[src/rtl/fetch_unit.sv]
// fetch_unit: instruction fetch stage with a one-entry stall skid buffer and redirect kill.
// Defining FETCH_PERF_EN adds the FetchCount/WaitCount performance counters.
module fetch_unit #(
    parameter logic [31:0] RESET_PC = 32'h0000_0000
) (
    input  logic        Clk,
    input  logic        Rst_n,
    input  logic        Stall,
    input  logic        BranchTaken,
    input  logic        Jump,
    input  logic [31:0] BranchTarget,
    input  logic [31:0] JumpTarget,
    output logic        IMemReq,
    output logic [31:0] IMemAddr,
    input  logic        IMemReady,
    input  logic [31:0] IMemData,
    output logic [31:0] InstructionOut,
    output logic [31:0] PCAdderOut,
    output logic        Valid
`ifdef FETCH_PERF_EN
    ,
    output logic [31:0] FetchCount,
    output logic [31:0] WaitCount
`endif
);

    typedef enum logic [1:0] {RUN, KILL, HOLD} state_t;

    state_t      state, state_d;
    logic [31:0] pc, pc_d, pc_plus4;
    logic [31:0] skid_instr, skid_instr_d;
    logic [31:0] skid_pc, skid_pc_d;
    logic [31:0] saved_target, saved_target_d;
    logic [31:0] instr_d, pcadd_d;
    logic        valid_d;
    logic        redirect;
    logic [31:0] target;

    // Redirects are only honoured when decode is not stalled; Jump wins over a branch.
    assign redirect = !Stall && (Jump || BranchTaken);
    assign target   = Jump ? JumpTarget : BranchTarget;
    assign pc_plus4 = pc + 32'd4;

    always_comb begin
        // NOTE: every signal gets a default first so no path through the case infers a latch.
        state_d        = state;
        pc_d           = pc;
        skid_instr_d   = skid_instr;
        skid_pc_d      = skid_pc;
        saved_target_d = saved_target;
        instr_d        = InstructionOut;
        pcadd_d        = PCAdderOut;
        valid_d        = Valid;
        IMemReq        = 1'b1;
        IMemAddr       = pc;

        case (state)
            RUN: begin
                if (redirect) begin
                    instr_d = '0;
                    valid_d = 1'b0;
                    if (IMemReady) begin
                        pc_d = target;
                    end else begin
                        saved_target_d = target;
                        state_d        = KILL;
                    end
                end else if (!Stall) begin
                    if (IMemReady) begin
                        instr_d = IMemData;
                        pcadd_d = pc_plus4;
                        valid_d = 1'b1;
                        pc_d    = pc_plus4;
                    end else begin
                        instr_d = '0;
                        valid_d = 1'b0;
                    end
                end else if (IMemReady) begin
                    skid_instr_d = IMemData;
                    skid_pc_d    = pc_plus4;
                    state_d      = HOLD;
                end
            end

            KILL: begin
                // The outstanding read still has to drain, even while decode is stalled.
                if (redirect) saved_target_d = target;
                if (!Stall) begin
                    instr_d = '0;
                    valid_d = 1'b0;
                end
                if (IMemReady) begin
                    pc_d    = redirect ? target : saved_target;
                    state_d = RUN;
                end
            end

            HOLD: begin
                IMemReq = 1'b0;
                if (!Stall) begin
                    state_d = RUN;
                    if (redirect) begin
                        instr_d = '0;
                        valid_d = 1'b0;
                        pc_d    = target;
                    end else begin
                        instr_d = skid_instr;
                        pcadd_d = skid_pc;
                        valid_d = 1'b1;
                        pc_d    = pc_plus4;
                    end
                end
            end

            default: state_d = RUN;
        endcase
    end

    always_ff @(posedge Clk) begin
        // NOTE: sequential state is updated with non-blocking assignments only.
        if (!Rst_n) begin
            state          <= RUN;
            pc             <= RESET_PC;
            skid_instr     <= '0;
            skid_pc        <= '0;
            saved_target   <= '0;
            InstructionOut <= '0;
            PCAdderOut     <= '0;
            Valid          <= 1'b0;
        end else begin
            state          <= state_d;
            pc             <= pc_d;
            skid_instr     <= skid_instr_d;
            skid_pc        <= skid_pc_d;
            saved_target   <= saved_target_d;
            InstructionOut <= instr_d;
            PCAdderOut     <= pcadd_d;
            Valid          <= valid_d;
        end
    end

`ifdef FETCH_PERF_EN
    logic accept;

    // An instruction is accepted when a fresh word or the skid entry goes out as valid.
    assign accept = !Stall && !redirect && ((state == RUN && IMemReady) || state == HOLD);

    always_ff @(posedge Clk) begin
        if (!Rst_n) begin
            FetchCount <= '0;
            WaitCount  <= '0;
        end else begin
            if (accept) FetchCount <= FetchCount + 32'd1;
            if (state == RUN && !IMemReady) WaitCount <= WaitCount + 32'd1;
        end
    end
`endif

endmodule

[config.mk]
export PLATFORM = sky130hd
export DESIGN_NAME = fetch_unit
export DESIGN_NICKNAME = d
export VERILOG_FILES = /design/src/rtl/fetch_unit.sv
export SDC_FILE = /design/constraint.sdc
export NUM_CORES = 1
export LEC_CHECK = 0
export BUFFER_PORTS_ARGS = -buffer_cell sky130_fd_sc_hd__clkbuf_2
export CAP_MARGIN = 15
export CORE_ASPECT_RATIO = 0.5
export CORE_MARGIN = 1.5
export CORE_UTILIZATION = 45
export DETAILED_ROUTE_END_ITERATION = 8
export GPL_TIMING_DRIVEN = 0
export PLACE_DENSITY_LB_ADDON = 0.25
export RECOVER_POWER = 100
export SLEW_MARGIN = 10
export SYNTH_ARGS = -nofsm -noshare
export SYNTH_HDL_FRONTEND = slang
export SYNTH_SLANG_ARGS = --single-unit
[constraint.sdc]
create_clock -name Clk -period 2.8 [get_ports Clk]
set_input_delay 0.56 -clock Clk [delete_from_list [all_inputs] [get_ports Clk]]
set_output_delay 0.56 -clock Clk [all_outputs]
set_load 0.1 [all_outputs]
Word level (Yosys, flattened, before mapping):

Index checks and enable logic that the tools add are counted.

* register bits: 195
* output and inout bits: 98
* bits of input ports: 102
* word-level logic and storage cells: 77

* reductions and logical operators: 13
* equality and inequality tests: 15
* add/sub/neg operators: 1
* bitwise gates (word level): 1
* muxes and demuxes: 39

Operators with widths (count)
* $mux 32: 20
* $pmux 32 s3: 2
* $pmux 32 s2: 2
* $add 32x3->32 const B: 1
* $ne 2x2->1 const B: 9
* $mux 2: 6
* $ne 3x3->1 const B: 4
* $reduce_and 5->1: 2
* $reduce_and 4->1: 2
* $mux 1: 7
* $pmux 2 s3: 1
* $reduce_and 6->1: 1
* $reduce_bool 2->1: 2
* $pmux 1 s3: 1
* $reduce_and 3->1: 1
* $reduce_bool 3->1: 1
* $eq 2x1->1 const B: 1
* $eq 2x2->1 const B: 1
* $logic_not 2->1: 1
* $logic_and 1x1->1: 1
* $logic_not 1->1: 1
* $logic_or 1x1->1: 1
* $not 1->1: 1

Logic depth before layout (Yosys ltp):

* word-level depth: 5
* depth in mapped cells: 10
* gate-level depth less buffers: 7

Worst setup path after synthesis:

No wires, ideal clock.

* path kind: flip-flop to flip-flop
* from: register pc[9] (netlist: IMemAddr[9])
* to: register PCAdderOut[25]
* required time: 2.715 ns
* library setup time: 0.085 ns
* data arrival time: 3.139 ns
* slack: -0.424 ns
* path buffers: 2
* stages on the path, launching flop included: 8
* cell sequence: dfxtp_1 > buf_2 > nand4_4 > or4_4 > buf_6 > or4_4 > mux2_4 > o31ai_2

* word-level cells in the longest chain between the ends: 5

Ends and longest elaborated chain
* from (decl): line 30 `logic [31:0] pc, pc_d, pc_plus4;`
* from (signal assigned): line 132 `pc <= pc_d;`
* $add 32x3->32: line 42 `assign pc_plus4 = pc + 32'd4;`
* $mux 32: line 69 `if (IMemReady) begin`
* $mux 32: line 68 `end else if (!Stall) begin`
* $mux 32: line 59 `if (redirect) begin`
* $pmux 32 s2: line 57 `case (state)`
* to (signal assigned): line 137 `PCAdderOut <= pcadd_d;`
* to (decl): line 18 `output logic [31:0] PCAdderOut,`

No other way between the ends. The select of a mux whose other input is x is not followed.
A chain may end at the register's enable or synchronous reset.

Worst setup path after layout:

* from: register pc[15] (netlist: IMemAddr[15])
* to: register PCAdderOut[25]

Same word-level chain as after synthesis.

==> results by group <==
Logic synthesis
  • Fraction of registers with async set/reset: 0%
  • Synth top area share: a little over two fifths
  • Synth top area cells: dfxtp_1, nand2_1, nor2_1
  • Sequential-to-total area share from yosys stat: a little over two fifths
  • Post-synthesis instance total: about 1,100
  • Seq cells post-synth: between 150 and 200
  • Synth warn: 0
  • Mapped Area: slightly above 0.009 mm2
  • Top cells by count, synth: dfxtp_1, nand2_1, nor2_1, clkbuf_1, a21oi_1
  • Net Count, Synth: 1,236
  • Top cell type by total area after synthesis: dfxtp_1
  • EDFF count, synth: 0
  • Primary FF master, synth: dfxtp_1
  • Syn Area/Cell: about 8.1 um2
  • Most frequent cell after synthesis: dfxtp_1
  • Yosys cell types: 57

Place
  • Pre-CTS setup slack: -0.189 ns
  • Buffers on Ports: a little under 200
  • Cells after DPL: approximately 1,600
  • Detailed Place HPWL: approximately 23,000 um
  • RD Place Congestion: roughly 0.96

Hold path
  • HP Class: primary input to register
  • Worst Hold Depth: 3

STA
  • Final setup margin: 0.0286 ns
  • Pins over their slew limit: 0
  • Period utilization: between 90% and 100%
  • Setup-failing EPs final: 0
  • Total negative setup slack: 0 ns
  • RSZ-0062 raised after global routing: yes
  • Max Clk Rate: 361 MHz
  • Crit path time final: between 2 and 3 ns
  • Worst-margin pin slew: approximately 1.2 ns
  • Clk_skew: about 0.0081 ns
  • Fin. Hold Viols: 0
  • Rel. slew slack: between 10% and 20%
  • Worst hold slack: between 0.3 and 0.4 ns

Worst setup path
  • Crit path cell chain: clkbuf_1 -> nand4_1 -> or4_4 -> buf_6 -> or4_4 -> mux2_4 -> o31ai_2
  • Critical path's largest stage delay: 0.57 ns
  • CP Capture Type: register
  • Crit path DAT: roughly 3.1 ns
  • Worst r2r path cells: 7
  • CP most frequent cell: or4_4
  • CP startpoint kind: register
  • Crit Path Max Fanout: 10
  • Worst setup path class: register to register
  • Worst endpoint required time: about 3.2 ns
  • CP max-delay cell: or4_4

CTS
  • Setup bufs post-CTS: 0
  • CTS sink cnt: between 150 and 200
  • Total CTS buffers: 17
  • CTS tree: yes
  • Later-pin clock latency in the skew report: ~0.44 ns
  • H-tree level count: 4
  • Clock transition at path regs: about 0.080 ns
  • CTS root buffer: clkbuf_16
  • CTS max path bufs: 2

GRT
  • First-pass GRT wire length: around 49,000 um
  • Largest net degree at the start of global routing: 19
  • GR Util met1: between 40% and 50%
  • GRT Residual Overflow: 0
  • Initial antenna violation count: 0
  • Busiest layer in global routing: met2
  • Number of global-route vias before repair: just under 9,000
  • Met2 usage in global routing: about 45%
  • GR Util All Layers: just under 30%
  • Met3 global-route usage: 5.32%

Floorplanning
  • Core Region: around 0.020 mm2
  • Initial Utilization: a little under half
  • Die Y-Extent: 104 um
  • Die width: a little over 200 um
  • Full die area: about 0.021 mm2
  • Row cnt: 36
  • IO Count: 200

Final layout
  • Fin nets: 1,451
  • Antenna cells: 0
  • Layout fillers: around 2,000
  • Layout Area Growth over Synthesis: 20.3%
  • Final Non-Filler Cells: about 1,600
  • Layout cell share with drive strength beyond 1: a little over an eighth

Detailed routing
  • Pre-antenna DRT Iters: 5
  • Number of nets with antenna violations after routing: 0
  • DRC: 0
  • Initial drt markers: between 800 and 900
  • Post-DR wirelength/cell: around 19 um
  • Vias per cell: between 5 and 6
  • Routed wire length: slightly above 30,000 um
  • Vias: 9,554

Power and ir drop
  • Leakage: between 3 and 4 nW
  • Peak supply drop: around 330 uV
  • Pwr dens: around 800 mW/mm2

Outcome
  • Outcome: completed

Flow run
  • Maxcap violations: 0
## layout by cell type, fill, tap and decap left out, drive strengths merged, types with 41 or more instances in the layout
| master | instances |
|---|---|
| a211oi | 49 |
| dfxtp | 195 |
| clkbuf | 313 |
| nor3 | 52 |
| o21ai | 62 |
| mux2i | 41 |
| nand3 | 53 |
| a21oi | 85 |
| nand2 | 140 |
| nor2 | 124 |
## per-stage QoR
stage          util [%]  instance area [um2]  power (mW)
6_report           55.7                10900        8.61
5_1_grt            55.7                10900        8.99
4_1_cts            56.3                11000        8.64
3_5_place_dp       53.2                10500        6.20
3_3_place_gp       53.2                10500        6.14
2_1_floorplan         -                 9130        5.50
## critical path, delay by kind of cell, from the launching register on
kind / cells / cell delay [ns]
AND/OR/NAND/NOR: 3 / 1.37
buffers and inverters: 2 / 0.42
flip-flops: 1 / 0.35
multiplexers: 1 / 0.32
AO/OA/AOI/OAI: 1 / 0.23
## final timing paths
path	end	slack, ns	startpoint
worst max-delay path	PCAdderOut[25]$_SDFFE_PN0P_	0.03	IMemAddr[15]$_SDFFE_PN0P_
worst min register to register	PCAdderOut[6]$_SDFFE_PN0P_	0.46	PCAdderOut[6]$_SDFFE_PN0P_
worst max register to register	PCAdderOut[25]$_SDFFE_PN0P_	0.03	IMemAddr[15]$_SDFFE_PN0P_
worst min-delay path	skid_instr[30]$_SDFFE_PN0P_	0.35	IMemData[30]
## cells by family after synthesis
| group | count (synthesis) | synth area share [%] |
|---|---|---|
| adders and majority gates | 5 | 0.687 |
| DFF | 195 | 42.9 |
| muxes | 47 | 5.29 |
| and+or+nand+nor | 431 | 21.5 |
| AOI/OAI and AO/OA | 307 | 22.1 |
| xor gates and xnor gates | 25 | 2.41 |
| buffers and inverters | 119 | 5.11 |
## where the power goes
part	switching (mW)	internal (mW)	total (mW)
Clock	1.18	1.28	2.46
Combinational	2.23	0.627	2.86
Sequential	0.220	3.07	3.29
## cell type report
class	count	area [um2]	share of cell area [%]
inverters	9	33.8	0.309
clock inverters	14	143	1.30
multi-input cells	815	4750	43.4
repair buffers	197	875	7.99
plain buffers	109	439	4.01
well taps	266	333	3.04
flip-flops and latches	195	3940	35.9
clock buffers	18	439	4.01
## routing by layer
layer	vias up	routed length (um)
met2	409	13900
met1	4581	14000
met3	43	2530
met4	0	555
li1	4521	-
met5	-	0
## registers in the layout, summed over array words and instances, names as in the netlist
| register | flops |
|---|---|
| Valid | 1 |
| InstructionOut | 32 |
| saved_target | 32 |
| PCAdderOut | 32 |
| skid_pc | 32 |
| skid_instr | 32 |
| state | 2 |
| IMemAddr | 32 |
## repair_timing
item                       CTS  global route
resized for setup            6            13
hold buffers                 0             0
setup endpoints to repair   22            48
(Power assumes the default switching activity.)
